File: src/rtl/i2c_master_byte_ctrl.sv
// Byte-level I2C master: sequences START/addr/data/ACK/STOP on the
// data_clk phases from the SCL generator; SDA is driven open-drain.
module i2c_master_byte_ctrl #(
  parameter int ADDR_W   = 7,
  parameter int DATA_W   = 8,
  parameter int SDA_SYNC = 2
) (
  input  logic              clk,
  input  logic              rst,
  input  logic              data_clk,
  input  logic              ena,
  input  logic [ADDR_W-1:0] addr,
  input  logic              rw,
  input  logic [DATA_W-1:0] data_wr,
  input  logic              sda_in,
  output logic              busy,
  output logic [DATA_W-1:0] data_rd,
  output logic              rd_valid,
  output logic              ack_error,
  output logic              sda_oe,
  output logic              scl_not_ena
);

  localparam int CNT_W = $clog2(DATA_W);
  localparam logic [CNT_W-1:0] CNT_MAX = CNT_W'(DATA_W - 1);

  typedef enum logic [3:0] {
    READY, START, COMMAND, SLV_ACK1, WR,
    RD, SLV_ACK2, MSTR_ACK, STOP
  } state_e;

  state_e              state_q, state_d;
  logic                busy_q, busy_d;
  logic                sda_int_q, sda_int_d;
  logic                scl_ne_q, scl_ne_d;
  logic                ack_err_q, ack_err_d;
  logic [DATA_W-1:0]   data_rd_q, data_rd_d;
  logic                rd_vld_q, rd_vld_d;
  logic [CNT_W-1:0]    bit_cnt_q, bit_cnt_d;
  logic [ADDR_W:0]     addr_rw_q, addr_rw_d;
  logic [DATA_W-1:0]   data_tx_q, data_tx_d;
  logic [DATA_W-1:0]   data_rx_q, data_rx_d;
  logic                dclk_prev_q;
  logic [SDA_SYNC-1:0] sync_q;

  logic             rise, fall, sda_s, match;
  logic [CNT_W-1:0] cnt_m1;

  assign rise   = data_clk & ~dclk_prev_q;
  assign fall   = ~data_clk & dclk_prev_q;
  assign sda_s  = sync_q[SDA_SYNC-1];
  assign match  = ena & ({addr, rw} == addr_rw_q);
  assign cnt_m1 = bit_cnt_q - CNT_W'(1);

  // dclk_prev tracks data_clk even in reset so release sees no edge
  always_ff @(posedge clk) begin
    if (rst) begin
      state_q     <= READY;
      busy_q      <= 1'b0;
      sda_int_q   <= 1'b1;
      scl_ne_q    <= 1'b1;
      ack_err_q   <= 1'b0;
      data_rd_q   <= '0;
      rd_vld_q    <= 1'b0;
      bit_cnt_q   <= CNT_MAX;
      addr_rw_q   <= '0;
      data_tx_q   <= '0;
      data_rx_q   <= '0;
      dclk_prev_q <= data_clk;
      sync_q      <= '1;
    end else begin
      state_q     <= state_d;
      busy_q      <= busy_d;
      sda_int_q   <= sda_int_d;
      scl_ne_q    <= scl_ne_d;
      ack_err_q   <= ack_err_d;
      data_rd_q   <= data_rd_d;
      rd_vld_q    <= rd_vld_d;
      bit_cnt_q   <= bit_cnt_d;
      addr_rw_q   <= addr_rw_d;
      data_tx_q   <= data_tx_d;
      data_rx_q   <= data_rx_d;
      dclk_prev_q <= data_clk;
      sync_q      <= {sync_q[SDA_SYNC-2:0], sda_in};
    end
  end

  always_comb begin
    state_d   = state_q;
    busy_d    = busy_q;
    sda_int_d = sda_int_q;
    scl_ne_d  = scl_ne_q;
    ack_err_d = ack_err_q;
    data_rd_d = data_rd_q;
    rd_vld_d  = 1'b0;
    bit_cnt_d = bit_cnt_q;
    addr_rw_d = addr_rw_q;
    data_tx_d = data_tx_q;
    data_rx_d = data_rx_q;
    if (rise) begin
      unique case (state_q)
        READY: begin
          if (ena) begin
            addr_rw_d = {addr, rw};
            data_tx_d = data_wr;
            busy_d    = 1'b1;
            sda_int_d = 1'b0;
            state_d   = START;
          end else begin
            busy_d = 1'b0;
          end
        end
        START: begin
          sda_int_d = addr_rw_q[ADDR_W];
          bit_cnt_d = CNT_MAX;
          state_d   = COMMAND;
        end
        COMMAND: begin
          if (bit_cnt_q == '0) begin
            sda_int_d = 1'b1;
            bit_cnt_d = CNT_MAX;
            state_d   = SLV_ACK1;
          end else begin
            bit_cnt_d = cnt_m1;
            sda_int_d = addr_rw_q[cnt_m1];
          end
        end
        SLV_ACK1: begin
          if (!addr_rw_q[0]) begin
            sda_int_d = data_tx_q[DATA_W-1];
            state_d   = WR;
          end else begin
            sda_int_d = 1'b1;
            state_d   = RD;
          end
        end
        WR: begin
          busy_d = 1'b1;
          if (bit_cnt_q == '0) begin
            sda_int_d = 1'b1;
            bit_cnt_d = CNT_MAX;
            state_d   = SLV_ACK2;
          end else begin
            bit_cnt_d = cnt_m1;
            sda_int_d = data_tx_q[cnt_m1];
          end
        end
        RD: begin
          busy_d = 1'b1;
          if (bit_cnt_q == '0) begin
            data_rd_d = data_rx_q;
            rd_vld_d  = 1'b1;
            sda_int_d = ~match;
            bit_cnt_d = CNT_MAX;
            state_d   = MSTR_ACK;
          end else begin
            bit_cnt_d = cnt_m1;
          end
        end
        SLV_ACK2: begin
          if (match) begin
            busy_d    = 1'b0;
            data_tx_d = data_wr;
            sda_int_d = data_wr[DATA_W-1];
            state_d   = WR;
          end else begin
            sda_int_d = 1'b0;
            state_d   = STOP;
          end
        end
        MSTR_ACK: begin
          if (match) begin
            busy_d    = 1'b0;
            sda_int_d = 1'b1;
            state_d   = RD;
          end else begin
            sda_int_d = 1'b0;
            state_d   = STOP;
          end
        end
        STOP: begin
          sda_int_d = 1'b1;
          busy_d    = 1'b0;
          state_d   = READY;
        end
        default: state_d = READY;
      endcase
    end else if (fall) begin
      case (state_q)
        START: begin
          scl_ne_d  = 1'b0;
          ack_err_d = 1'b0;
        end
        SLV_ACK1, SLV_ACK2: ack_err_d = ack_err_q | sda_s;
        RD:      data_rx_d[bit_cnt_q] = sda_s;
        STOP:    scl_ne_d = 1'b1;
        default: ;
      endcase
    end
  end

  always_comb begin
    busy        = busy_q;
    data_rd     = data_rd_q;
    rd_valid    = rd_vld_q;
    ack_error   = ack_err_q;
    sda_oe      = ~sda_int_q;
    scl_not_ena = scl_ne_q;
  end

endmodule

File: config.mk
export PLATFORM = sky130hd
export DESIGN_NAME = i2c_master_byte_ctrl
export DESIGN_NICKNAME = d
export VERILOG_FILES = /design/src/rtl/i2c_master_byte_ctrl.sv
export SDC_FILE = /design/constraint.sdc
export NUM_CORES = 1
export LEC_CHECK = 0
export ABC_AREA = 1
export BUFFER_PORTS_ARGS = -buffer_cell sky130_fd_sc_hd__buf_2
export CAP_MARGIN = 25
export CORE_UTILIZATION = 51
export CTS_CLUSTER_SIZE = 20
export DETAILED_ROUTE_END_ITERATION = 8
export GPL_TIMING_DRIVEN = 0
export PLACE_DENSITY = 0.79
export SYNTH_ARGS = -nofsm -noshare
export SYNTH_HDL_FRONTEND = slang
export SYNTH_SLANG_ARGS = --single-unit
File: constraint.sdc
create_clock -name clk -period 1.6 [get_ports clk]
set_input_delay 0.32 -clock clk [delete_from_list [all_inputs] [get_ports clk]]
set_output_delay 0.32 -clock clk [all_outputs]
set_load 0.005 [all_outputs]
==> results.json <==
{
  "outcome": "finished with violations",
  "failed_checks": "DRC, setup timing",
  "depth_of_the_most_critical_reg_to_reg_path": 7,
  "finalNonFillerCells": 474,
  "crit-reg2reg-launch": "state_q[2]",
  "path_cells": "inv_2 -> nand2_2 -> nor3_4 -> or2_4 -> o21ai_4 -> o21ai_0 -> o211ai_1",
  "drt-total-wl_um": 6560,
  "path_class": "reg -> reg",
  "core.rowCount": 24,
  "core_region_area_mm2": 0.00450,
  "setup.worst_path.start_class": "register",
  "clock_tree.root_cell": "clkbuf_8",
  "die_h_um": 71.4,
  "synth_largest_type_area_fraction_pct": 38.3,
  "clock_tree.buffer_depth": 2,
  "effective_utilization_at_floorplan_pct": 54.5,
  "cellPowerDensity_mw_per_mm2": 708,
  "grt_antenna_before_repair": 0,
  "synth.ff_latch_count": 47,
  "arrival_ns": 1.77,
  "slew-limit-headroom_pct": 56.6,
  "grt_overflow": 0,
  "drt_pass1_iterations": 7,
  "pin_count": 34,
  "initialDrtViolationCount": 199,
  "post-route-drc-count": 4,
  "holdPathStages": 1,
  "slew_viol_final": 0,
  "setup_viol_count_final": 1,
  "area_share_of_fa_ha_maj_cells_after_synthesis_pct": 1.02,
  "hold_start": "data_clk",
  "crit_path_max_incr_delay_ns": 0.33,
  "compound_gate_portion_of_the_synthesized_area_pct": 18.4,
  "min_hold_slack_ns": 0.122,
  "synth_top_family_by_area": "simple AND/OR/NAND/NOR gates",
  "multi_input_area_mm2": 0.00145,
  "netlist_instances": 363,
  "synth_cell_type_count": 34,
  "maxCapViolCount": 0,
  "ir_drop_v": 0.000627,
  "drive_gt1_share_pct": 35.1,
  "clkLatencyLatePin_ns": 0.31,
  "final_nets": 444,
  "regToRegEndpoint": "bit_cnt_q[1]",
  "synth-seq-area-share_pct": 38.3,
  "synthesis.area_mm2": 0.00245,
  "globalRouteTotalUtil_pct": 25.6,
  "number_of_hold_violations_in_the_final_report": 0,
  "synth_xor_xnor_area_share_pct": 1.07,
  "detailedPlacementHpwl_um": 4260,
  "cts.clk_slew.worst_paths_ns": 0.09,
  "hold_path_class": "in -> reg",
  "placedInstanceArea_mm2": 0.00269,
  "cts_htree_levels": 2,
  "clkSinkCount": 47,
  "place.detailed.instances": 448,
  "postSynthAreaPerCell_um2": 6.76,
  "grt_pass1_wl_um": 10200,
  "total_inserted_antenna_cells": 0,
  "chipWidth_um": 71.4,
  "post_layout_worst_setup_margin_ns": -0.00903,
  "number_of_vias_after_detailed_routing": 2580,
  "gp_congestion": 0.939,
  "cts_hold_buffers": 0,
  "pre_cts_ws_ns": -0.346,
  "synth_simple_gate_area_share_pct": 29.7,
  "via_per_inst": 5.44,
  "clock_tree_from_tritoncts": "built",
  "count_of_input_and_output_buffers": 33,
  "critical_path_top_delay_cell": "dfxtp_1",
  "design_power_total_mw": 2.27,
  "post-route-min-period_ns": 1.61,
  "unrepaired_setup_endpoints_after_global_routing": "yes",
  "max_fclk_ghz": 0.621,
  "synth_top_cells_by_area": "dfxtp_1 (38%), nand2_1 (12%), inv_1 (8.0%)",
  "critical_path_required_ns": 1.76,
  "netlist.top_cell.by_area": "dfxtp_1",
  "nFillCells": 369,
  "aggregate_negative_setup_slack_ns": -0.00903,
  "flow.area_growth_from_synthesis_pct": 30.5,
  "p_leak_nw": 1.45,
  "die-area_mm2": 0.00510,
  "first_global_vias": 2314,
  "postLayoutCellArea_mm2": 0.00320,
  "rrSetupSlack_ns": -0.009,
  "syn-num-nets": 386,
  "critical_path.endpoint_type": "register",
  "utilization_pct": 71.1,
  "final_min_period_over_clock_period_pct": 101,
  "ys.warnings.count": 0,
  "mux_contribution_to_synthesized_area_pct": 0,
  "worst_clock_skew_ns": 0.0122,
  "worstPathMaxFanout": 5,
  "numCtsBuffers": 5,
  "grt_start_max_net_pins": 16,
  "drt.antenna.violating_nets": 0,
  "routed_wire_length_per_instance_um": 13.8,
  "tightestPinTransition_ns": 0.651,
  "area.sequential_um2": 961,
  "hold_endpoint": "dclk_prev_q"
}
==> cell usage in the layout, fill, tap and decap left out, types with 2 or more instances in the layout <==
cell and instances:
nand2_1 68, inv_1 43, dfxtp_1 37, buf_2 34, a21oi_1 30, o21ai_0 24, nand3_1 23, nor2_1 20
inv_2 16, buf_4 16, nand2_2 11, nand3_2 10, o21ai_1 9, nor2_2 8, dfxtp_2 7, buf_6 5
nor2_4 5, clkbuf_1 5, clkbuf_8 5, a21oi_2 4, nor3_4 4, o211ai_1 4, nor3_1 3, o311a_1 3
dfxtp_4 3, o21ai_4 2, a31oi_1 2, or2_2 2, ha_4 2, clkinvlp_4 2
==> state kept, by name (all words and copies together), names as in the netlist <==
| register | cells |
|---|---|
| addr_rw_q | 8 |
| data_rd | 8 |
| dclk_prev_q | 1 |
| ack_error | 1 |
| sda_int_q | 1 |
| data_rx_q | 8 |
| rd_valid | 1 |
| busy | 1 |
| state_q | 4 |
| sync_q | 2 |
| scl_not_ena | 1 |
| data_tx_q | 8 |
| bit_cnt_q | 3 |
==> cells by family after synthesis <==
logic type | after synthesis
flip-flops | 47
adder cells (fa/ha/maj) | 2
XOR/XNOR | 3
AND/OR/NAND/NOR | 159
AO/OA/AOI/OAI | 80
buffers and inverters | 72
==> repair_timing <==
| action | in CTS | in global routing |
|---|---|---|
| pin swaps | 2 | 22 |
| setup buffers | 5 | 13 |
| setup endpoints to repair | 18 | 38 |
| resized for setup | 23 | 62 |
==> cells in the mapped netlist <==
cell,number
nor3_2,2
nand2_1,78
o21ai_1,5
nor2_4,4
o2111ai_1,1
clkinv_1,1
nand3_1,33
nand2_2,3
clkbuf_2,1
o21ai_2,1
a21oi_2,1
a21oi_1,33
inv_1,52
o22ai_1,1
buf_2,3
nor3_4,1
or2_4,1
o311a_1,3
xnor2_1,1
inv_2,8
or2_2,2
clkbuf_1,5
o211ai_1,4
nand3_2,1
buf_4,2
a31oi_1,2
ha_1,2
nor3_1,5
dfxtp_1,47
nor2_2,2
o21ai_0,28
o21ai_4,1
xor2_1,2
nor2_1,27
==> critical path: cells and delay by family, from the launching register on <==
kind	cells	cell delay (ns)
AND/OR/NAND/NOR	3	0.56
AO/OA/AOI/OAI	3	0.48
flip-flops	1	0.33
buffers and inverters	1	0.10
==> worst max-delay path by stage <==
| stage | start | to | cells past startpoint |
|---|---|---|---|
| 3_5_place_dp | addr[1] | data_tx_q[1] | 11 |
| 3_3_place_gp | addr[1] | data_tx_q[1] | 11 |
| 2_1_floorplan | bit_cnt_q[0] | sda_int_q | 11 |
| 5_1_grt | state_q[2] | bit_cnt_q[1] | 7 |
| 6_report | state_q[2] | bit_cnt_q[1] | 7 |
| 4_1_cts | bit_cnt_q[0] | sda_int_q | 11 |
==> power breakdown <==
group	switching [mW]	total [mW]	internal (mW)
logic	0.194	0.326	0.131
clock network	0.416	0.720	0.304
registers	0.0248	1.22	1.20
==> layout make-up <==
type,instances,share of cell area [%]
inverters,61,7.62
multi-input cells,244,45.4
clock inverters,3,0.625
flip-flops and latches,47,30.0
clock buffers,5,2.15
plain buffers,11,2.07
repair buffers,51,10.1
well taps,52,2.03
==> metal layers <==
metal	vias up	share of wire, %	global-route usage (%)
met5	-	0	0
li1	1292	-	-
met1	1155	45	33.8
met3	24	5.2	4.08
met2	109	46	42.2
met4	0	4.2	9.78
No activity file was read; power rests on OpenSTA's default activity.
